File: config.mk
export PLATFORM = sky130hd
export DESIGN_NAME = mult_div_unit
export DESIGN_NICKNAME = d
export VERILOG_FILES = /design/src/rtl/mult_div_unit.sv
export SDC_FILE = /design/constraint.sdc
export NUM_CORES = 1
export LEC_CHECK = 0
export BUFFER_PORTS_ARGS = -buffer_cell sky130_fd_sc_hd__buf_2
export CORE_UTILIZATION = 25
export DETAILED_ROUTE_END_ITERATION = 6
export GPL_TIMING_DRIVEN = 0
export PLACE_DENSITY_LB_ADDON = 0.15
export SYNTH_ARGS = -nofsm -noshare
export SYNTH_HDL_FRONTEND = slang
export SYNTH_SLANG_ARGS = --single-unit
File: constraint.sdc
create_clock -name clk -period 4.6 [get_ports clk]
set_input_delay 0.46 -clock clk [delete_from_list [all_inputs] [get_ports clk]]
set_output_delay 0.46 -clock clk [all_outputs]
set_load 0.01 [all_outputs]
File: src/rtl/mult_div_unit.sv
// mult_div_unit: multicycle signed multiply/divide unit for the MIPS datapath.
// Multiply is radix-2 Booth. Divide is restoring division on operand magnitudes,
// followed by one sign-correction cycle. Both take 33 cycles from start to done.
//
// Ports:
//   clk       in   rising-edge system clock
//   reset     in   asynchronous active-low reset
//   start     in   request, sampled on the rising edge (accepted in IDLE/DONE)
//   op        in   0 = mult, 1 = div, sampled with start
//   a, b      in   32-bit signed operands (multiplicand/dividend, multiplier/divisor)
//   busy      out  operation in progress
//   done      out  one-cycle pulse, hi/lo valid
//   hi, lo    out  mult: product[63:32]/[31:0]; div: remainder/quotient
//   div_zero  out  divide-by-zero flag (0 unless the option below is enabled)
//
// Build option: define DIV_BY_ZERO_EXC_EN to make a divide by zero finish in one
// cycle through the DZ state and raise div_zero. Without it, a zero divisor runs
// the full sequence and produces lo=32'hFFFFFFFF, hi=a.
module mult_div_unit (
  input  logic        clk,
  input  logic        reset,
  input  logic        start,
  input  logic        op,
  input  logic [31:0] a,
  input  logic [31:0] b,
  output logic        busy,
  output logic        done,
  output logic [31:0] hi,
  output logic [31:0] lo,
  output logic        div_zero
);

  typedef enum logic [2:0] {
    ST_IDLE = 3'd0,
    ST_MULT = 3'd1,
    ST_DIV  = 3'd2,
    ST_FIX  = 3'd3,
    ST_DONE = 3'd4
`ifdef DIV_BY_ZERO_EXC_EN
    , ST_DZ = 3'd5
`endif
  } state_t;

  // Two's-complement negation, mod 2^32.
  function automatic logic [31:0] neg32(input logic [31:0] v);
    neg32 = ~v + 32'd1;
  endfunction

  // Magnitude; -2^31 maps to 32'h80000000, which is correct as an unsigned value.
  function automatic logic [31:0] abs32(input logic [31:0] v);
    abs32 = v[31] ? neg32(v) : v;
  endfunction

  state_t      state_r;
  logic        op_r;
  logic [31:0] a_r;
  logic [31:0] b_r;
  // Upper half: Booth A (mult) or partial remainder R (div). It carries one guard
  // bit so that subtracting a multiplicand of -2^31 cannot overflow.
  logic [32:0] acc_hi_r;
  logic [31:0] acc_lo_r;   // Booth Q (mult) or quotient/dividend shift register (div)
  logic        qm1_r;      // Booth Q-1 bit
  logic [4:0]  cnt_r;
  logic        busy_r;
  logic        done_r;
  logic [31:0] hi_r;
  logic [31:0] lo_r;
`ifdef DIV_BY_ZERO_EXC_EN
  logic        div_zero_r;
`endif

  logic [32:0] mcand_s;
  logic [32:0] booth_sum_s;
  logic [31:0] b_mag_s;
  logic [31:0] r_shift_s;
  logic [32:0] trial_s;
  logic [31:0] fix_hi_s;
  logic [31:0] fix_lo_s;

  // Per-iteration datapath for Booth, restoring divide, and final sign correction.
  always_comb begin
    mcand_s = {a_r[31], a_r};
    case ({acc_lo_r[0], qm1_r})
      2'b01:   booth_sum_s = acc_hi_r + mcand_s;
      2'b10:   booth_sum_s = acc_hi_r - mcand_s;
      default: booth_sum_s = acc_hi_r;
    endcase
    b_mag_s   = abs32(b_r);
    r_shift_s = {acc_hi_r[30:0], acc_lo_r[31]};
    trial_s   = {1'b0, r_shift_s} - {1'b0, b_mag_s};
    if (op_r == 1'b0) begin
      fix_hi_s = acc_hi_r[31:0];
      fix_lo_s = acc_lo_r;
    end else if (b_r == 32'd0) begin
      // Zero divisor: only reachable here when the DZ path is not built.
      fix_hi_s = a_r;
      fix_lo_s = 32'hFFFF_FFFF;
    end else begin
      fix_lo_s = (a_r[31] ^ b_r[31]) ? neg32(acc_lo_r) : acc_lo_r;
      fix_hi_s = a_r[31] ? neg32(acc_hi_r[31:0]) : acc_hi_r[31:0];
    end
  end

  // Control FSM plus iteration registers and registered outputs.
  always_ff @(posedge clk or negedge reset) begin
    if (!reset) begin
      state_r    <= ST_IDLE;
      op_r       <= 1'b0;
      a_r        <= 32'd0;
      b_r        <= 32'd0;
      acc_hi_r   <= 33'd0;
      acc_lo_r   <= 32'd0;
      qm1_r      <= 1'b0;
      cnt_r      <= 5'd0;
      busy_r     <= 1'b0;
      done_r     <= 1'b0;
      hi_r       <= 32'd0;
      lo_r       <= 32'd0;
`ifdef DIV_BY_ZERO_EXC_EN
      div_zero_r <= 1'b0;
`endif
    end else begin
      case (state_r)
        ST_IDLE, ST_DONE: begin
          done_r <= 1'b0;
          if (start) begin
            a_r      <= a;
            b_r      <= b;
            op_r     <= op;
            cnt_r    <= 5'd0;
            qm1_r    <= 1'b0;
            acc_hi_r <= 33'd0;
`ifdef DIV_BY_ZERO_EXC_EN
            div_zero_r <= 1'b0;
`endif
            if (op == 1'b0) begin
              acc_lo_r <= b;
              busy_r   <= 1'b1;
              state_r  <= ST_MULT;
            end
`ifdef DIV_BY_ZERO_EXC_EN
            else if (b == 32'd0) begin
              busy_r  <= 1'b0;
              state_r <= ST_DZ;
            end
`endif
            else begin
              acc_lo_r <= abs32(a);
              busy_r   <= 1'b1;
              state_r  <= ST_DIV;
            end
          end else begin
            state_r <= ST_IDLE;
          end
        end
        ST_MULT: begin
          // Add/subtract result is shifted right arithmetically in the same cycle.
          acc_hi_r <= {booth_sum_s[32], booth_sum_s[32:1]};
          acc_lo_r <= {booth_sum_s[0], acc_lo_r[31:1]};
          qm1_r    <= acc_lo_r[0];
          cnt_r    <= cnt_r + 5'd1;
          if (cnt_r == 5'd31) begin
            state_r <= ST_FIX;
          end else begin
            state_r <= ST_MULT;
          end
        end
        ST_DIV: begin
          if (trial_s[32] == 1'b0) begin
            acc_hi_r <= {1'b0, trial_s[31:0]};
            acc_lo_r <= {acc_lo_r[30:0], 1'b1};
          end else begin
            acc_hi_r <= {1'b0, r_shift_s};
            acc_lo_r <= {acc_lo_r[30:0], 1'b0};
          end
          cnt_r <= cnt_r + 5'd1;
          if (cnt_r == 5'd31) begin
            state_r <= ST_FIX;
          end else begin
            state_r <= ST_DIV;
          end
        end
        ST_FIX: begin
          hi_r    <= fix_hi_s;
          lo_r    <= fix_lo_s;
          done_r  <= 1'b1;
          busy_r  <= 1'b0;
          state_r <= ST_DONE;
        end
`ifdef DIV_BY_ZERO_EXC_EN
        ST_DZ: begin
          done_r     <= 1'b1;
          div_zero_r <= 1'b1;
          state_r    <= ST_DONE;
        end
`endif
        default: begin
          busy_r  <= 1'b0;
          done_r  <= 1'b0;
          state_r <= ST_IDLE;
        end
      endcase
    end
  end

  assign busy = busy_r;
  assign done = done_r;
  assign hi   = hi_r;
  assign lo   = lo_r;
`ifdef DIV_BY_ZERO_EXC_EN
  assign div_zero = div_zero_r;
`else
  assign div_zero = 1'b0;
`endif

endmodule

# After elaboration in Yosys (flattened, before gate mapping)
# Index checks and enable logic that the tools add are counted.
dict set report word_totals {
  output_inout_bits 67
  input_bits 68
  wordCells 74
  ff_bits 205
}
dict set report op_classes {
  bitwise 6
  n_eq_ne 8
  reduce_logical 12
  n_mux 28
  n_addsub 8
}
# cell count
set op_table {}
lappend op_table {{32-bit two-way mux} 11}
lappend op_table {{32-bit by 1-bit adder with 32-bit output (second input constant)} 4}
lappend op_table {{32-bit NOT} 4}
lappend op_table {{33-bit one-hot mux with 3 select lines} 1}
lappend op_table {{32-bit one-hot mux with 3 select lines} 1}
lappend op_table {{33-bit one-hot mux with 2 select lines} 1}
lappend op_table {{33-bit adder} 1}
lappend op_table {{33-bit two-way mux} 1}
lappend op_table {{32-bit by 32-bit subtractor with 33-bit output} 1}
lappend op_table {{33-bit subtractor} 1}
lappend op_table {{32-bit logical NOT} 1}
lappend op_table {{3-bit one-hot mux with 4 select lines} 1}
lappend op_table {{5-bit one-hot mux with 2 select lines} 1}
lappend op_table {{2-bit AND reduction} 5}
lappend op_table {{3-bit by 2-bit equality test with 1-bit output (second input constant)} 2}
lappend op_table {{1-bit one-hot mux with 2 select lines} 3}
lappend op_table {{5-bit by 1-bit adder with 5-bit output (second input constant)} 1}
lappend op_table {{5-bit equality test (second input constant)} 1}
lappend op_table {{5-bit two-way mux} 1}
lappend op_table {{1-bit two-way mux} 4}
lappend op_table {{2-bit two-way mux} 2}
lappend op_table {{2-bit nonzero test} 2}
lappend op_table {{2-bit OR reduction} 2}
lappend op_table {{3-bit by 1-bit equality test with 1-bit output (second input constant)} 1}
lappend op_table {{other kinds (9)} 9}

# Logic depth before layout (Yosys ltp)
# Gate-level depths: netlist (run 1).
dict set report depth {
  depth_word 6
  depth_mapped 19
  mapped_depth_nobuf 17
}

# Worst setup path after synthesis (run 1)
# No wires, ideal clock.
dict set report synth_path {
  path_type {register to register}
  startpoint {register b_r[11]}
  endpoint {register acc_hi_r[24]}
  path_buffers 0
  required_ns 4.466
  arrival_time_ns 4.118
  setup_ns 0.134
  slack_ns 0.348
  synth_period_minus_slack_ns 4.252
  path_stages_with_launch 17
  path_cell_list {dfrtp_1 -> or4_4 -> nor4_4 -> nor4b_4 -> nand2b_1 -> nand2b_1 -> o31ai_1 -> xor2_1 -> ha_1 -> a21o_1 -> a21o_1 -> a21o_1 -> a41oi_1 -> a21oi_2 -> mux2_2 -> a222oi_1 -> o21ai_1}
}
dict set report synth_between {
  elab_chain_len 6
}
# item line_no
set synth_lines {}
lappend synth_lines {{start, declared} 57} ;# logic [31:0] b_r;
lappend synth_lines {{start signal, assigned} 110} ;# b_r <= 32'd0;
lappend synth_lines {{start signal, assigned} 128} ;# b_r <= b;
lappend synth_lines {{32-bit NOT} 46} ;# neg32 = ~v + 32'd1;
lappend synth_lines {{32-bit by 1-bit adder with 32-bit output} 46}
lappend synth_lines {{32-bit two-way mux (*)} 51} ;# abs32 = v[31] ? neg32(v) : v;
lappend synth_lines {{32-bit by 32-bit subtractor with 33-bit output (*)} 90} ;# trial_s = {1'b0, r_shift_s} - {1'b0, b_mag_s};
lappend synth_lines {{32-bit two-way mux (*)} 169} ;# if (trial_s[32] == 1'b0) begin
lappend synth_lines {{33-bit one-hot mux with 3 select lines (*)} 123} ;# case (state_r)
lappend synth_lines {{end signal, assigned} 158} ;# acc_hi_r <= {booth_sum_s[32], booth_sum_s[32:1]};
lappend synth_lines {{end signal, assigned} 170} ;# acc_hi_r <= {1'b0, trial_s[31:0]};
lappend synth_lines {{end signal, assigned} 173} ;# acc_hi_r <= {1'b0, r_shift_s};
lappend synth_lines {{end, declared} 60} ;# logic [32:0] acc_hi_r;
# Every way passes the cells marked *; elsewhere a longest branch is shown, timed or not.
# A chain may end at the register's enable or synchronous reset.

# Final worst setup path (run 1)
dict set report layout_path {
  startpoint {register b_r[9]}
  endpoint {register acc_hi_r[24]}
}
# Same word-level chain as after synthesis.

==> results.py, run 1 <==
metrics = {
    "place": {
        "gp_congestion": 0.908,
        "port_buffers": 133,
        "dp.cells": 3022,
        "dp.final_hpwl_um": 60000,
    },
    "global_routing": {
        "grt_pass1_wl_um": 109000,
        "antenna_found_initial": 0,
        "grt_usage_pct": 22.1,
        "grt_pass1_vias": 15800,
        "grt_start_max_net_pins": 78,
        "overflow": 0,
    },
    "drt": {
        "post_drt_via_cell_ratio": 5.43,
        "drt_iter0_drc": 1597,
        "vias": 16700,
        "post_drt_wl_per_cell_um": 24.2,
        "wl_um": 74500,
        "drtAntennaViolNets": 0,
        "drt_first_pass_iters": 7,
        "route.detailed.drc": 0,
    },
    "timing": {
        "slew_headroom_pct": 23.3,
        "drv_slew": 0,
        "min_period_over_period_pct": 98.7,
        "fin_skew_ps": 20.5,
        "setup_tns_ps": 0,
        "hold_viol": 0,
        "finalSetupViolCount": 0,
        "grt_setup_unrepaired": "true",
        "max_clock_freq_ghz": 0.220,
        "timing.final.crit_period_ps": 4540,
        "worst_pin_slew_ps": 1140,
    },
    "critical_path": {
        "cpMostUsedCell": "a21o_1",
        "slowest_stage": "or4_4",
        "cp.required_ps": 5040,
        "critPathArrivalTime_ps": 4980,
        "regToRegEndpoint": "acc_hi_r[24]",
        "worst-path-buf-inv": 0,
        "cp_max_fo": 7,
        "critPathMaxStageDelay_ps": 580,
        "r2r_start": "b_r[9]",
        "path_class": "reg2reg",
        "crit_path_end_kind": "flip-flop",
        "crit_family": "compound AO/OA/AOI/OAI gates",
        "r2r_cells": 16,
        "r2r_slack_ps": 60,
        "path_cells": "or4_4 > nor4_4 > nor4b_4 > nand2b_1 > nand2b_4 > o31ai_4 > xor2_2 > ha_4 > a21o_1 > a21o_1 > a21o_1 > a41oi_2 > a21oi_4 > mux2_2 > a222oi_1 > o21ai_1",
        "cp-start-kind": "flip-flop",
    },
    "floorplanning": {
        "io_pins": 135,
        "rows": 92,
        "core_area_sq_um": 63400,
        "start_util_pct": 25.5,
        "die_w_um": 256,
        "dieArea_sq_um": 65700,
        "fp.dieH_um": 256,
    },
    "yosys": {
        "synth_async_sr_flop_share_pct": 100,
        "ys_seq_elements": 205,
        "ys.flop_type": "dfrtp_1",
        "netlist_instances": 2041,
        "ys_warn_count": 0,
        "synth-edff-count": 0,
        "synth.distinct_cells": 84,
        "synth_commonest_cells": "nand2_1, dfrtp_1, o21ai_0",
        "syn_area_per_cell_sq_um": 7.92,
        "synth_top_area_share_pct": 31.7,
        "synth.most_common_cell": "nand2_1",
        "syn_area_sq_um": 16200,
        "synth_area_leaders": "dfrtp_1, nand2_1, ha_1",
        "syn-num-nets": 2183,
        "synth_seq_area_share_pct": 31.7,
        "synth_top_cell_by_area": "dfrtp_1",
    },
    "cells_and_area": {
        "fin_util_pct": 30.5,
        "diodes": 0,
        "nets": 2358,
        "synthToLayoutAreaGrowth_pct": 19.5,
        "fillers": 6899,
        "fin_cells": 3081,
        "final_layout_size_suffix_gt1_share_pct": 12.8,
    },
    "outcome": {
        "status": "finished, final reports clean",
    },
    "cts": {
        "cts_made_buffers": 28,
        "root_buffer": "clkbuf_16",
        "path_clk_slew_ps": 50,
        "h-tree-depth": 1,
        "clkLatencyLatePin_ps": 580,
        "cts_tree": "yes",
        "cts.sinks": 205,
        "max-clock-path-buffers": 3,
    },
    "hold_path": {
        "min_to": "b_r[8]",
        "whs_path_depth": 3,
        "hold_path.class": "in2reg",
        "worstHoldStart": "b[8]",
    },
    "job": {
        "max_cap_violations": 0,
    },
}
[registers in the layout (all words and copies together) (netlist names)]
name / count
qm1_r: 1
busy: 1
state_r: 3
cnt_r: 5
lo: 32
op_r: 1
b_r: 32
a_r: 32
hi: 32
done: 1
acc_lo_r: 32
acc_hi_r: 33
[placed cells by master, fill, tap and decap left out, drive strengths merged, types with 18 or more instances in the layout]
cell type / count
a211oi: 45
inv: 32
dfrtp: 205
nand2: 362
nor4: 18
o21ai: 188
nor2: 148
a21oi: 155
a21o: 53
nand3: 38
and3: 18
mux2i: 26
a22oi: 19
nand2b: 20
xnor2: 66
xor2: 99
a31oi: 24
nor3: 38
a221oi: 38
o31ai: 34
nand4: 20
clkbuf: 137
ha: 72
buf: 174
[timing repair]
action | in CTS | in global routing
endpoints found under the hold margin | 53 | 0
buffers inserted | 7 | 6
hold buffers | 1 | 0
endpoints found under the setup margin | 34 | 34
resized for setup | 24 | 53
pin swaps | 3 | 16
[metrics by stage]
stage	area, sq um	hold WS (ps)	setup WS [ps]
final	19300	126	60.8
after global placement	17900	458	-1270
after floorplan	16200	164	348
after global routing	19300	137	-103
after detailed placement	17900	412	-1240
after CTS	19000	103	6.20
[kinds of logic (layout without fill, tap and decap cells)]
kind of cell | after synthesis | after routing | synth area share, %
other cells | 1 | 1 | 0.0232
compound gates | 658 | 658 | 26.2
mux | 29 | 29 | 1.82
simple gates | 749 | 749 | 21.6
buf+inv | 160 | 354 | 3.89
xor+xnor | 165 | 165 | 8.94
fa+ha+maj | 74 | 74 | 5.82
flops | 205 | 205 | 31.7
[how the worst max path moves through the flow]
stage	start	to	slack, ps	cells past startpoint
2_1_floorplan	b_r[11]	acc_hi_r[24]	350	16
3_3_place_gp	acc_lo_r[0]	acc_hi_r[20]	-1270	15
3_5_place_dp	acc_lo_r[0]	acc_hi_r[20]	-1240	15
4_1_cts	b_r[11]	acc_hi_r[24]	6	15
5_1_grt	b_r[9]	acc_hi_r[24]	-100	16
6_report	b_r[9]	acc_hi_r[24]	60	16
[tightest hold or removal path: stages]
cell and delay (ps):
buf_2 110, nand2_1 50, nand2_1 50
[cell type report]
cell class | count | area (sq um) | share of cell area [%]
repair buffers | 149 | 838 | 4.34
inverters | 31 | 116 | 0.602
clock buffers | 38 | 810 | 4.19
flip-flops and latches | 205 | 5130 | 26.6
clock inverters | 11 | 91.3 | 0.473
plain buffers | 125 | 508 | 2.63
well taps | 846 | 1060 | 5.48
multi-input cells | 1676 | 10800 | 55.7
[metal layers]
metal / routed length (um) / GRT usage [%] / share of wire, %
met5: 0 / 0 / 0
met3: 3750 / 2.25 / 5.0
met2: 33100 / 34.5 / 44
met1: 35800 / 32.4 / 48
met4: 1800 / 5.16 / 2.4
Power of run 1 is left out: the tool's default activity adds up to more than one toggle a clock period on the data nets, which glitch-free logic cannot reach.
==> run 2: changes to the inputs <==
--- a/config.mk
+++ b/config.mk
@@ -6,7 +6,8 @@
 export NUM_CORES = 1
 export LEC_CHECK = 0
 export BUFFER_PORTS_ARGS = -buffer_cell sky130_fd_sc_hd__buf_2
-export CORE_UTILIZATION = 25
+export CAP_MARGIN = 5
+export CORE_UTILIZATION = 30
 export DETAILED_ROUTE_END_ITERATION = 6
 export GPL_TIMING_DRIVEN = 0
 export PLACE_DENSITY_LB_ADDON = 0.15
==> run 2 against run 1 <==
Against the previous run: the flow now finishes with violations (design-rule violations); final cell count is 5.0% lower; register-to-register slack hardly changed; clock-buffer cell count is 3 higher; final area is 1.4% lower; clock skew is 6.1 ps higher.
==> results.py, run 2 (synthesized netlist as in run 1, its figures left out) <==
metrics = {
    "outcome": {
        "failed_checks": "design-rule violations",
        "status": "finished with violations",
    },
    "cells_and_area": {
        "fin_util_pct": 36.0,
        "nets": 2364,
        "final_layout_size_suffix_gt1_share_pct": 12.7,
        "diodes": 0,
        "regMostFlops": "acc_hi_r",
        "mostFrequentLayoutCells": "nand2_1, dfrtp_1, o21ai_0, a21oi_1, nor2_1",
        "layout_commonest_cell": "nand2_1",
        "largest_reg_flops": 33,
        "synthToLayoutAreaGrowth_pct": 17.9,
    },
    "timing": {
        "slew_headroom_pct": 25.1,
        "worst_pin_slew_ps": 1110,
        "setup_tns_ps": 0,
        "min_period_over_period_pct": 98.9,
        "grt_setup_unrepaired": "true",
        "max_clock_freq_ghz": 0.220,
        "finalSetupViolCount": 0,
        "fin_skew_ps": 26.7,
        "hold_viol": 0,
        "drv_slew": 0,
        "timing.final.crit_period_ps": 4550,
    },
    "hold_path": {
        "hold_path.class": "in2reg",
    },
    "power": {
        "p_leak_nw": 8.31,
        "peakVddDrop_mv": 0.354,
        "p_per_area_nw_per_um2": 1000,
    },
    "critical_path": {
        "cp.required_ps": 5020,
        "critPathArrivalTime_ps": 4970,
        "cp_max_fo": 6,
        "path_class": "reg2reg",
        "cp-start-kind": "flip-flop",
        "r2r_slack_ps": 50,
        "crit_path_end_kind": "flip-flop",
    },
    "floorplanning": {
        "start_util_pct": 30.6,
        "fp.dieH_um": 234,
        "dieArea_sq_um": 54800,
        "rows": 84,
        "io_pins": 135,
        "die_w_um": 234,
        "core_area_sq_um": 52900,
    },
    "drt": {
        "post_drt_via_cell_ratio": 5.68,
        "post_drt_wl_per_cell_um": 23.9,
        "vias": 16600,
        "drtAntennaViolNets": 0,
        "route.detailed.drc": 9,
        "wl_um": 70000,
        "drt_iter0_drc": 1512,
        "drt_first_pass_iters": 7,
    },
    "cts": {
        "cts_made_buffers": 27,
        "cts.sinks": 205,
        "max-clock-path-buffers": 3,
        "cts_tree": "yes",
        "root_buffer": "clkbuf_16",
        "h-tree-depth": 1,
        "path_clk_slew_ps": 60,
        "clkLatencyLatePin_ps": 570,
    },
    "job": {
        "max_cap_violations": 0,
    },
    "global_routing": {
        "use_met2_pct": 39.0,
        "grt_start_max_net_pins": 106,
        "grt_pass1_vias": 15800,
        "use_met3_pct": 2.71,
        "grt_pass1_wl_um": 103000,
        "antenna_found_initial": 0,
        "groute.layer.met1.usage_pct": 36.3,
        "overflow": 0,
        "grt_usage_pct": 25.1,
        "grt.busiest_layer": "met2",
    },
    "place": {
        "dp.final_hpwl_um": 56200,
        "port_buffers": 133,
        "gp_congestion": 0.939,
    },
}
-- run 2: where the power goes --
group	leakage [nW]	internal (mW)	switching [mW]	total, mW
Combinational	5.39	5.03	7.86	12.9
Clock	0.402	1.21	0.880	2.09
Sequential	2.52	2.65	1.45	4.10
-- run 2: worst paths after layout --
check                      startpoint            to  cells past startpoint
min in group asynchronous       reset        hi[17]                      2
hold / removal                   b[8]        b_r[8]                      3
hold reg to reg                hi[10]        hi[10]                      1
setup / recovery              b_r[11]  acc_hi_r[24]                     16
max in group asynchronous       reset        b_r[9]                      3
setup reg to reg              b_r[11]  acc_hi_r[24]                     16
-- run 2: stage by stage --
| stage | total power, mW | worst slack (ps) | area, sq um | hold WS, ps | std cells |
|---|---|---|---|---|---|
| after floorplan | 12.3 | 348 | 16200 | 164 | 2041 |
| after global placement | 16.2 | -849 | 17700 | 457 | 2862 |
| after detailed placement | 16.3 | -693 | 17700 | 462 | 2863 |
| after CTS | 18.7 | 6.79 | 18800 | 115 | 2918 |
| after global routing | 20.6 | -99.9 | 19000 | 126 | 2928 |
| final | 19.1 | 48.4 | 19000 | 131 | 2928 |
-- run 2: area by class of cell --
class | count | area, sq um
timing repair buffer | 157 | 878
sequential | 205 | 5130
clock inverter | 6 | 66.3
buffer | 124 | 500
fill | 5641 | 33800
tap | 688 | 861
multi-input combinational | 1676 | 10700
inverter | 31 | 116
clock buffer | 41 | 778
-- run 2: routing by layer --
layer / vias to the layer above / share of wire, %
li1: 7790 / -
met1: 8188 / 47
met2: 582 / 44
met3: 84 / 5.7
met4: 0 / 3.2
met5: - / 0
-- run 2: critical path, cell delays in order, from the launching register on --
cell and delay (ps):
dfrtp_1 410, or4_4 580, nor4_4 200, nor4b_4 280
nand2b_1 140, nand2b_4 200, o31ai_4 300, xor2_2 230
ha_4 240, a21o_1 160, a21o_1 180, a21o_1 200
a41oi_2 280, a21oi_4 130, mux2_4 310, a222oi_1 390
o21ai_1 180
-- run 2: repair_timing --
item,4_1_cts,5_1_grt
setup buffers,9,13
hold buffers,1,0
resized for setup,25,45
pin swaps,10,20
setup endpoints to repair,34,28
hold endpoints to repair,5,0
(Power assumes the default switching activity.)
